## config.mk

```make
export PLATFORM = sky130hd
export DESIGN_NAME = led_matrix_spi_ctrl
export DESIGN_NICKNAME = d
export VERILOG_FILES = /design/src/rtl/led_matrix_pkg.sv /design/src/rtl/led_matrix_spi_rx.sv /design/src/rtl/led_matrix_spi_ctrl.sv
export SDC_FILE = /design/constraint.sdc
export NUM_CORES = 2
export LEC_CHECK = 0
export ABC_CLOCK_PERIOD_IN_PS = 3800
export BUFFER_PORTS_ARGS = -buffer_cell sky130_fd_sc_hd__buf_4
export CAP_MARGIN = 30
export CORE_ASPECT_RATIO = 1.4
export CORE_MARGIN = 5
export CORE_UTILIZATION = 60
export CTS_BUF_LIST = sky130_fd_sc_hd__clkbuf_8
export DETAILED_ROUTE_END_ITERATION = 12
export PLACE_DENSITY = 0.82
export REMOVE_ABC_BUFFERS = 1
export SETUP_SLACK_MARGIN = 0.5
export SYNTH_ARGS = -nofsm -noshare
export SYNTH_HDL_FRONTEND = slang
export SYNTH_HIERARCHICAL = 1
export SYNTH_SLANG_ARGS = --single-unit
```

## constraint.sdc

```tcl
create_clock -name clk -period 3.8 [get_ports clk]
set_clock_uncertainty 0.2 [all_clocks]
set_input_delay 0.57 -clock clk [delete_from_list [all_inputs] [get_ports clk]]
set_output_delay 0.57 -clock clk [all_outputs]
set_load 0.03 [all_outputs]
```

## src/rtl/led_matrix_pkg.sv

```systemverilog
// Shared types, constants and frame-size helpers for the LED matrix controller.
// LED_MATRIX_CHECKSUM_EN appends a trailing XOR checksum byte to each frame.
package led_matrix_pkg;

    localparam int BRIGHT_W = 3;

    typedef logic [0:0] scan_state_t;
    localparam scan_state_t ST_BLANK = 1'b0;
    localparam scan_state_t ST_SHOW  = 1'b1;

    function automatic int frame_bits(input int rows, input int cols, input int pwm_bits);
        return rows * cols * 3 * pwm_bits;
    endfunction

    function automatic int rx_bits(input int rows, input int cols, input int pwm_bits);
`ifdef LED_MATRIX_CHECKSUM_EN
        return frame_bits(rows, cols, pwm_bits) + 16;
`else
        return frame_bits(rows, cols, pwm_bits) + 8;
`endif
    endfunction

endpackage

```

## src/rtl/led_matrix_spi_rx.sv

```systemverilog
// SPI mode-0 frame receiver: synchronisers, shift register and frame validation.
// LED_MATRIX_CHECKSUM_EN enables the trailing XOR checksum check.
module led_matrix_spi_rx
    import led_matrix_pkg::*;
#(
    parameter int ROWS     = 8,
    parameter int COLS     = 8,
    parameter int PWM_BITS = 4
) (
    input  logic                                        clk,
    input  logic                                        rst_n,
    input  logic                                        spi_cs_n,
    input  logic                                        spi_sck,
    input  logic                                        spi_mosi,
    output logic                                        frame_ok,
    output logic                                        frame_err,
    output logic [frame_bits(ROWS, COLS, PWM_BITS)-1:0] frame_data,
    output logic [BRIGHT_W-1:0]                         frame_bright
);

    localparam int FB       = frame_bits(ROWS, COLS, PWM_BITS);
    localparam int RXB      = rx_bits(ROWS, COLS, PWM_BITS);
    localparam int CW       = $clog2(RXB + 1);
    localparam int CTRL_LSB = RXB - FB - 8;

    logic [1:0]     cs_sync_q, cs_sync_d;
    logic [1:0]     sck_sync_q, sck_sync_d;
    logic [1:0]     mosi_sync_q, mosi_sync_d;
    logic           cs_prev_q, cs_prev_d;
    logic           sck_prev_q, sck_prev_d;
    logic           armed_q, armed_d;
    logic           ovr_q, ovr_d;
    logic [CW-1:0]  cnt_q, cnt_d;
    logic [RXB-1:0] sr_q, sr_d;
    logic           ok_q, ok_d;
    logic           err_q, err_d;
    logic           cs_s, sck_s, mosi_s;
    logic           cs_fall, cs_rise, sck_rise;
    logic           chk_ok;
`ifdef LED_MATRIX_CHECKSUM_EN
    logic [7:0]     chk_q, chk_d;
`endif

    always_comb begin
        cs_sync_d   = {cs_sync_q[0], spi_cs_n};
        sck_sync_d  = {sck_sync_q[0], spi_sck};
        mosi_sync_d = {mosi_sync_q[0], spi_mosi};
        cs_s        = cs_sync_q[1];
        sck_s       = sck_sync_q[1];
        mosi_s      = mosi_sync_q[1];
        cs_prev_d   = cs_s;
        sck_prev_d  = sck_s;
        cs_fall     = cs_prev_q & ~cs_s;
        cs_rise     = ~cs_prev_q & cs_s;
        sck_rise    = ~sck_prev_q & sck_s;
`ifdef LED_MATRIX_CHECKSUM_EN
        chk_ok      = (chk_q == 8'h00);
        chk_d       = chk_q;
`else
        chk_ok      = 1'b1;
`endif
        armed_d     = armed_q;
        ovr_d       = ovr_q;
        cnt_d       = cnt_q;
        sr_d        = sr_q;
        ok_d        = 1'b0;
        err_d       = 1'b0;

        // Only a frame opened by an observed CS fall may produce a pulse.
        if (cs_fall) begin
            armed_d = 1'b1;
            ovr_d   = 1'b0;
            cnt_d   = '0;
`ifdef LED_MATRIX_CHECKSUM_EN
            chk_d   = 8'h00;
`endif
        end else if (cs_rise) begin
            armed_d = 1'b0;
            if (armed_q) begin
                if (cnt_q == CW'(RXB) && !ovr_q && chk_ok) begin
                    ok_d = 1'b1;
                end else begin
                    err_d = 1'b1;
                end
            end
        end else if (armed_q && !cs_s && sck_rise) begin
            if (cnt_q == CW'(RXB)) begin
                ovr_d = 1'b1;
            end else begin
                sr_d  = {sr_q[RXB-2:0], mosi_s};
                cnt_d = cnt_q + 1'b1;
`ifdef LED_MATRIX_CHECKSUM_EN
                chk_d[~cnt_q[2:0]] = chk_q[~cnt_q[2:0]] ^ mosi_s;
`endif
            end
        end
    end

    // CS resets to the asserted level so a frame in flight at reset is ignored.
    always_ff @(posedge clk or negedge rst_n) begin
        if (!rst_n) begin
            cs_sync_q   <= 2'b00;
            sck_sync_q  <= 2'b00;
            mosi_sync_q <= 2'b00;
            cs_prev_q   <= 1'b0;
            sck_prev_q  <= 1'b0;
            armed_q     <= 1'b0;
            ovr_q       <= 1'b0;
            cnt_q       <= '0;
            sr_q        <= '0;
            ok_q        <= 1'b0;
            err_q       <= 1'b0;
`ifdef LED_MATRIX_CHECKSUM_EN
            chk_q       <= 8'h00;
`endif
        end else begin
            cs_sync_q   <= cs_sync_d;
            sck_sync_q  <= sck_sync_d;
            mosi_sync_q <= mosi_sync_d;
            cs_prev_q   <= cs_prev_d;
            sck_prev_q  <= sck_prev_d;
            armed_q     <= armed_d;
            ovr_q       <= ovr_d;
            cnt_q       <= cnt_d;
            sr_q        <= sr_d;
            ok_q        <= ok_d;
            err_q       <= err_d;
`ifdef LED_MATRIX_CHECKSUM_EN
            chk_q       <= chk_d;
`endif
        end
    end

    assign frame_ok     = ok_q;
    assign frame_err    = err_q;
    assign frame_data   = sr_q[RXB-1 -: FB];
    assign frame_bright = sr_q[CTRL_LSB +: BRIGHT_W];

endmodule

```

## src/rtl/led_matrix_spi_ctrl.sv

```systemverilog
// RGB LED matrix row scanner with PWM, global dimming and SPI double buffer.
// LED_MATRIX_CHECKSUM_EN (in the receiver) adds a frame checksum byte.
module led_matrix_spi_ctrl
    import led_matrix_pkg::*;
#(
    parameter int ROWS      = 8,
    parameter int COLS      = 8,
    parameter int PWM_BITS  = 4,
    parameter int LINE_CYC  = 62500,
    parameter int BLANK_CYC = 64
) (
    input  logic            clk,
    input  logic            rst_n,
    input  logic            spi_cs_n,
    input  logic            spi_sck,
    input  logic            spi_mosi,
    output logic [ROWS-1:0] row_sel_n,
    output logic [COLS-1:0] col_r,
    output logic [COLS-1:0] col_g,
    output logic [COLS-1:0] col_b,
    output logic            frame_ok,
    output logic            frame_err
);

    localparam int FB       = frame_bits(ROWS, COLS, PWM_BITS);
    localparam int ROW_BITS = COLS * 3 * PWM_BITS;
    localparam int RW       = $clog2(ROWS);
    localparam int SW       = $clog2(LINE_CYC);

    logic [FB-1:0]       rx_data;
    logic [BRIGHT_W-1:0] rx_bright;

    led_matrix_spi_rx #(
        .ROWS     (ROWS),
        .COLS     (COLS),
        .PWM_BITS (PWM_BITS)
    ) u_rx (
        .clk          (clk),
        .rst_n        (rst_n),
        .spi_cs_n     (spi_cs_n),
        .spi_sck      (spi_sck),
        .spi_mosi     (spi_mosi),
        .frame_ok     (frame_ok),
        .frame_err    (frame_err),
        .frame_data   (rx_data),
        .frame_bright (rx_bright)
    );

    scan_state_t         state_q, state_d;
    logic [RW-1:0]       row_q, row_d;
    logic [SW-1:0]       slot_q, slot_d;
    logic [PWM_BITS-1:0] pwm_q, pwm_d;
    logic [2:0]          dim_q, dim_d;
    logic [FB-1:0]       front_q, front_d;
    logic [FB-1:0]       back_q, back_d;
    logic [BRIGHT_W-1:0] bright_q, bright_d;
    logic [BRIGHT_W-1:0] back_bright_q, back_bright_d;
    logic                pend_q, pend_d;
    logic [ROWS-1:0]     row_sel_n_q, row_sel_n_d;
    logic [COLS-1:0]     col_r_q, col_r_d;
    logic [COLS-1:0]     col_g_q, col_g_d;
    logic [COLS-1:0]     col_b_q, col_b_d;
    logic                slot_end, blank_end, row_last, show, lit_en;
    logic [ROW_BITS-1:0] row_v;

    always_comb begin
        slot_end      = (slot_q == SW'(LINE_CYC - 1));
        blank_end     = (slot_q == SW'(BLANK_CYC - 1));
        row_last      = (row_q == RW'(ROWS - 1));
        show          = (state_q == ST_SHOW);
        state_d       = state_q;
        row_d         = row_q;
        slot_d        = slot_end ? '0 : slot_q + 1'b1;
        pwm_d         = show ? pwm_q + 1'b1 : '0;
        dim_d         = (show && pwm_q == '1) ? dim_q + 1'b1 : dim_q;
        front_d       = front_q;
        back_d        = back_q;
        bright_d      = bright_q;
        back_bright_d = back_bright_q;
        pend_d        = pend_q;

        if (slot_end) begin
            state_d = ST_BLANK;
            row_d   = row_last ? '0 : row_q + 1'b1;
        end else if (blank_end) begin
            state_d = ST_SHOW;
        end

        if (slot_end && row_last && pend_q) begin
            front_d  = back_q;
            bright_d = back_bright_q;
            pend_d   = 1'b0;
        end
        // A frame landing on the swap cycle re-arms the swap for the next wrap.
        if (frame_ok) begin
            back_d        = rx_data;
            back_bright_d = rx_bright;
            pend_d        = 1'b1;
        end

        lit_en = show && (dim_q <= bright_q);
        row_v  = '0;
        for (int r = 0; r < ROWS; r++) begin
            row_sel_n_d[r] = !(show && row_q == RW'(r));
            if (row_q == RW'(r)) begin
                row_v = front_q[FB-1-r*ROW_BITS -: ROW_BITS];
            end
        end
        for (int c = 0; c < COLS; c++) begin
            col_r_d[c] = lit_en && (row_v[ROW_BITS-1-(c*3+0)*PWM_BITS -: PWM_BITS] > pwm_q);
            col_g_d[c] = lit_en && (row_v[ROW_BITS-1-(c*3+1)*PWM_BITS -: PWM_BITS] > pwm_q);
            col_b_d[c] = lit_en && (row_v[ROW_BITS-1-(c*3+2)*PWM_BITS -: PWM_BITS] > pwm_q);
        end
    end

    always_ff @(posedge clk or negedge rst_n) begin
        if (!rst_n) begin
            state_q       <= ST_BLANK;
            row_q         <= '0;
            slot_q        <= '0;
            pwm_q         <= '0;
            dim_q         <= '0;
            front_q       <= '0;
            back_q        <= '0;
            bright_q      <= '1;
            back_bright_q <= '0;
            pend_q        <= 1'b0;
            row_sel_n_q   <= '1;
            col_r_q       <= '0;
            col_g_q       <= '0;
            col_b_q       <= '0;
        end else begin
            state_q       <= state_d;
            row_q         <= row_d;
            slot_q        <= slot_d;
            pwm_q         <= pwm_d;
            dim_q         <= dim_d;
            front_q       <= front_d;
            back_q        <= back_d;
            bright_q      <= bright_d;
            back_bright_q <= back_bright_d;
            pend_q        <= pend_d;
            row_sel_n_q   <= row_sel_n_d;
            col_r_q       <= col_r_d;
            col_g_q       <= col_g_d;
            col_b_q       <= col_b_d;
        end
    end

    assign row_sel_n = row_sel_n_q;
    assign col_r     = col_r_q;
    assign col_g     = col_g_q;
    assign col_b     = col_b_q;

endmodule

```

==> tab_implementation.tex <==
\begin{tabular}{lr}
\hline
Metric & Value \\
\hline
\multicolumn{2}{l}{\textbf{Run status}} \\
\quad Result of the run & finished, final reports clean \\
\multicolumn{2}{l}{\textbf{STA}} \\
\quad Unrepaired setup endpoints after global routing & yes \\
\quad Share of the clock period used by the worst path after layout & 0.867 \\
\quad Fin Hold WS & 116 ps \\
\quad Count of endpoints failing setup in the final report & 0 \\
\quad Max-slew headroom & 0.375 \\
\quad Endpoints failing hold & 0 \\
\quad Min Tclk post-route & 3290 ps \\
\quad Max Clock Freq & 304 MHz \\
\quad Transition time of the tightest slew-check pin & 938 ps \\
\quad Fin worst setup slack & 506 ps \\
\quad Final sum of negative setup slack & 0 ps \\
\quad Max Transition Viols Final & 0 \\
\multicolumn{2}{l}{\textbf{Power and ir drop}} \\
\quad Switching fraction of total power & 0.220 \\
\quad Share of power burned in the clock network & 0.446 \\
\quad Internal Power & 37.2 mW \\
\quad Leakage power summed over all cells & 55.9 nW \\
\quad P\_sw & 10.5 mW \\
\quad Power per cell area & 423 nW/um\^{}2 \\
\quad Comb pwr share & 0.017 \\
\quad Peak supply drop & 336 uV \\
\quad Part of the power in registers & 0.537 \\
\multicolumn{2}{l}{\textbf{Placement}} \\
\quad HPWL reported at the end of detailed placement & 137000 um \\
\quad Routability congestion estimate from global placement & 0.815 \\
\quad Setup WS pre-CTS & 337 ps \\
\quad Number of input and output port buffers inserted & 38 \\
\quad Area after detailed placement & 105000 sq um \\
\multicolumn{2}{l}{\textbf{Synth}} \\
\quad Count of synthesis-stage warnings from yosys & 6 \\
\quad Cell Area, Synth & 108000 sq um \\
\quad EDFF count, synth & 0 \\
\quad Predominant post-synthesis flop cell & dfrtp\_1 \\
\quad Number of standard cells after synthesis & 7342 \\
\quad Area share of the largest cell type after synthesis & 0.555 \\
\quad Number of unique standard cell types used by synthesis & 62 \\
\quad Number of flip-flops and latches in the synthesized netlist & 2400 \\
\quad Fraction of registers with async set/reset & 1.00 \\
\quad Dominant cell type by area after synthesis & dfrtp\_1 \\
\quad Synth top area cells & dfrtp\_1 55\%, mux2\_2 16\%, mux2\_4 8.9\%, buf\_4 5.7\%, mux2\_1 2.0\% \\
\quad Sequential cell area fraction in the yosys report & 0.557 \\
\quad Synth Area per Inst & 14.7 sq um \\
\multicolumn{2}{l}{\textbf{Drt}} \\
\quad Top metal layer carrying routed signals & met4 \\
\quad Routed length on met2 & 115000 um \\
\quad Number of vias in the routed layout & 57500 \\
\quad Wire length on met1 & 94200 um \\
\quad Number of remaining DRC errors & 0 \\
\quad WL/cell & 25.2 um \\
\quad Count of antenna-violating nets left after detailed routing & 0 \\
\quad DR vias/cell & 6.14 \\
\quad Detailed-routed wire length on met3 & 14500 um \\
\quad DRT iter0 DRCs & 4547 \\
\quad Iteration count of the initial detailed-routing pass & 5 \\
\quad Final routed wirelength across all metal layers & 236000 um \\
\multicolumn{2}{l}{\textbf{Setup path}} \\
\quad End of the worst register-to-register path & col\_b[7]\$\_DFF\_PN0\_ \\
\quad Required time of the critical path & 4540 ps \\
\quad Worst flop-to-flop path startpoint & row\_q[1]\$\_DFFE\_PN0N\_ \\
\quad Crit path arrival time & 4040 ps \\
\quad Top fanout value on the critical path & 35 \\
\quad Type of element capturing the critical path & flop \\
\quad Number of cells traversed by the worst register-to-register path & 11 \\
\quad Worst setup path class & reg2reg \\
\quad FF-to-FF setup slack & 510 ps \\
\quad Startpoint Class & flop \\
\multicolumn{2}{l}{\textbf{Layout}} \\
\quad Utilization of the core after routing & 0.629 \\
\quad Area of all placed cells without fillers & 113000 sq um \\
\quad Number of nets in the finished design & 6890 \\
\quad Fraction of final layout cells with drive strength greater than 1 & 0.422 \\
\quad Most common cell after layout, fill and taps aside & dfrtp\_1 \\
\quad Area delta synth->final & 4.47\% \\
\quad Most frequent cells in the layout & 2383 x dfrtp\_1, 1490 x mux2\_2, 640 x mux2\_4, 467 x clkbuf\_8, 263 x inv\_1 \\
\multicolumn{2}{l}{\textbf{CTS}} \\
\quad Total clock buffers created by CTS & 366 \\
\quad CTS tree & yes \\
\quad Maximum clock insertion buffer count & 4 \\
\quad Post-CTS clock slew at the launch and capture registers of the worst setup and hold paths & 70 ps \\
\quad Insertion delay of the later-clocked pin in the worst-skew pair & 1070 ps \\
\quad Number of clock sinks & 2400 \\
\quad \# H-tree levels & 5 \\
\quad Clock Root Buffer & clkbuf\_8 \\
\multicolumn{2}{l}{\textbf{Floorplanning}} \\
\quad Die width & 368 um \\
\quad Number of top-level pins & 39 \\
\quad Initial core utilization & 0.602 \\
\quad Number of placement rows & 184 \\
\quad Die Footprint & 188000 sq um \\
\quad Area of the placeable core & 179000 sq um \\
\quad Die height & 512 um \\
\multicolumn{2}{l}{\textbf{Global route}} \\
\quad First-pass GRT wire length & 368000 um \\
\quad Maximum number of pins on one net before global-route repair & 166 \\
\quad Combined global-route utilization of all metal layers & 0.247 \\
\quad Via count of the first global-routing pass & 62400 \\
\quad Total congestion overflow after global routing & 0 \\
\quad Antenna violations before repair & 6 \\
\multicolumn{2}{l}{\textbf{Run}} \\
\quad Number of max-capacitance violations reported & 0 \\
\multicolumn{2}{l}{\textbf{Hold path}} \\
\quad Worst hold path class & in2async \\
\hline
\end{tabular}
## flip-flops by register name, indices dropped and copies added, names as in the netlist, 2 cells and up
name              cells
u_rx/sr_q           776
back_q              768
front_q             768
slot_q               16
u_rx/cnt_q           10
col_b                 8
col_g                 8
col_r                 8
row_sel_n             8
pwm_q                 4
back_bright_q         3
bright_q              3
dim_q                 3
row_q                 3
u_rx/cs_sync_q        2
u_rx/mosi_sync_q      2
u_rx/sck_sync_q       2
## worst max-delay path, stage by stage, from the launching register on
cell,delay [ps]
dfrtp_2,450
inv_1,130
ha_2,240
nor2b_4,250
buf_12,260
buf_4,270
a221oi_1,100
o311ai_0,450
ha_1,350
a21oi_1,170
o21ai_0,100
and4b_1,170
## what timing repair did
item,CTS,global route
resized for setup,7,35
endpoints found under the setup margin,22,24
hold endpoints to repair,1995,0
gates cloned,3,4
setup buffers,10,7
hold buffers,8,0
pin swaps,2,10
## power groups by stage
stage	registers, mW	logic (mW)	clock network [mW]
CTS	25.6	0.829	21.7
floorplan	26.1	0.248	0
global route	25.6	0.922	22.8
finish	25.6	0.795	21.3
global placement	26.1	0.794	0
detailed placement	26.1	0.817	0
## cell type report
class | instances | area, sq um
sequential | 2400 | 60100
timing repair buffer | 267 | 3360
clock inverter | 155 | 847
inverter | 162 | 608
antenna | 9 | 22.5
tap | 2325 | 2910
clock buffer | 467 | 6430
multi-input combinational | 3575 | 38400
fill | 12400 | 66500
## how the worst max path moves through the flow
stage,from,cells after the start,to
finish,row_q[1]$_DFFE_PN0N_,11,col_b[7]$_DFF_PN0_
global route,row_q[1]$_DFFE_PN0N_,14,col_b[5]$_DFF_PN0_
CTS,row_q[1]$_DFFE_PN0N_,13,col_r[5]$_DFF_PN0_
detailed placement,row_q[0]$_DFFE_PN0N_,12,col_b[7]$_DFF_PN0_
global placement,row_q[0]$_DFFE_PN0N_,11,col_r[1]$_DFF_PN0_
floorplan,row_q[2]$_DFFE_PN0N_,4,bright_q[0]$_DFFE_PN1P_
## kinds of logic after synthesis
logic type	synth area share
AOI/OAI and AO/OA	0.0474
xor gates and xnor gates	0.00146
adders and majority gates	0.0131
buffers and inverters	0.0887
DFF	0.557
muxes	0.265
and+or+nand+nor	0.0273
## cell usage after synthesis (all sizes together) (8+ instances only)
| cell | instances |
|---|---|
| nand2 | 115 |
| and3 | 8 |
| nor2 | 23 |
| o31ai | 30 |
| nand4 | 32 |
| clkbuf | 245 |
| nor2b | 167 |
| mux2 | 2320 |
| o32a | 24 |
| a21oi | 80 |
| nand3 | 13 |
| inv | 162 |
| buf | 961 |
| o2111ai | 69 |
| o32ai | 69 |
| nor3b | 70 |
| and4b | 24 |
| o21ai | 56 |
| ha | 113 |
| dfrtp | 2389 |
| xnor2 | 14 |
| a221o | 96 |
| dfstp | 11 |
| o311ai | 69 |
| a221oi | 123 |
## routing by layer
| layer | global-route usage | vias to the layer above |
|---|---|---|
| met5 | 0 | - |
| met3 | 0.0489 | 672 |
| li1 | - | 24400 |
| met2 | 0.406 | 1975 |
| met1 | 0.319 | 30400 |
| met4 | 0.112 | 0 |
## metrics by stage
| step | std cells | power (mW) |
|---|---|---|
| floorplan | 6136 | 26.3 |
| global placement | 8697 | 26.9 |
| detailed placement | 8697 | 26.9 |
| CTS | 9340 | 48.1 |
| global route | 9357 | 49.4 |
| finish | 9360 | 47.7 |
Note: power is estimated with default switching activity, not from simulation.
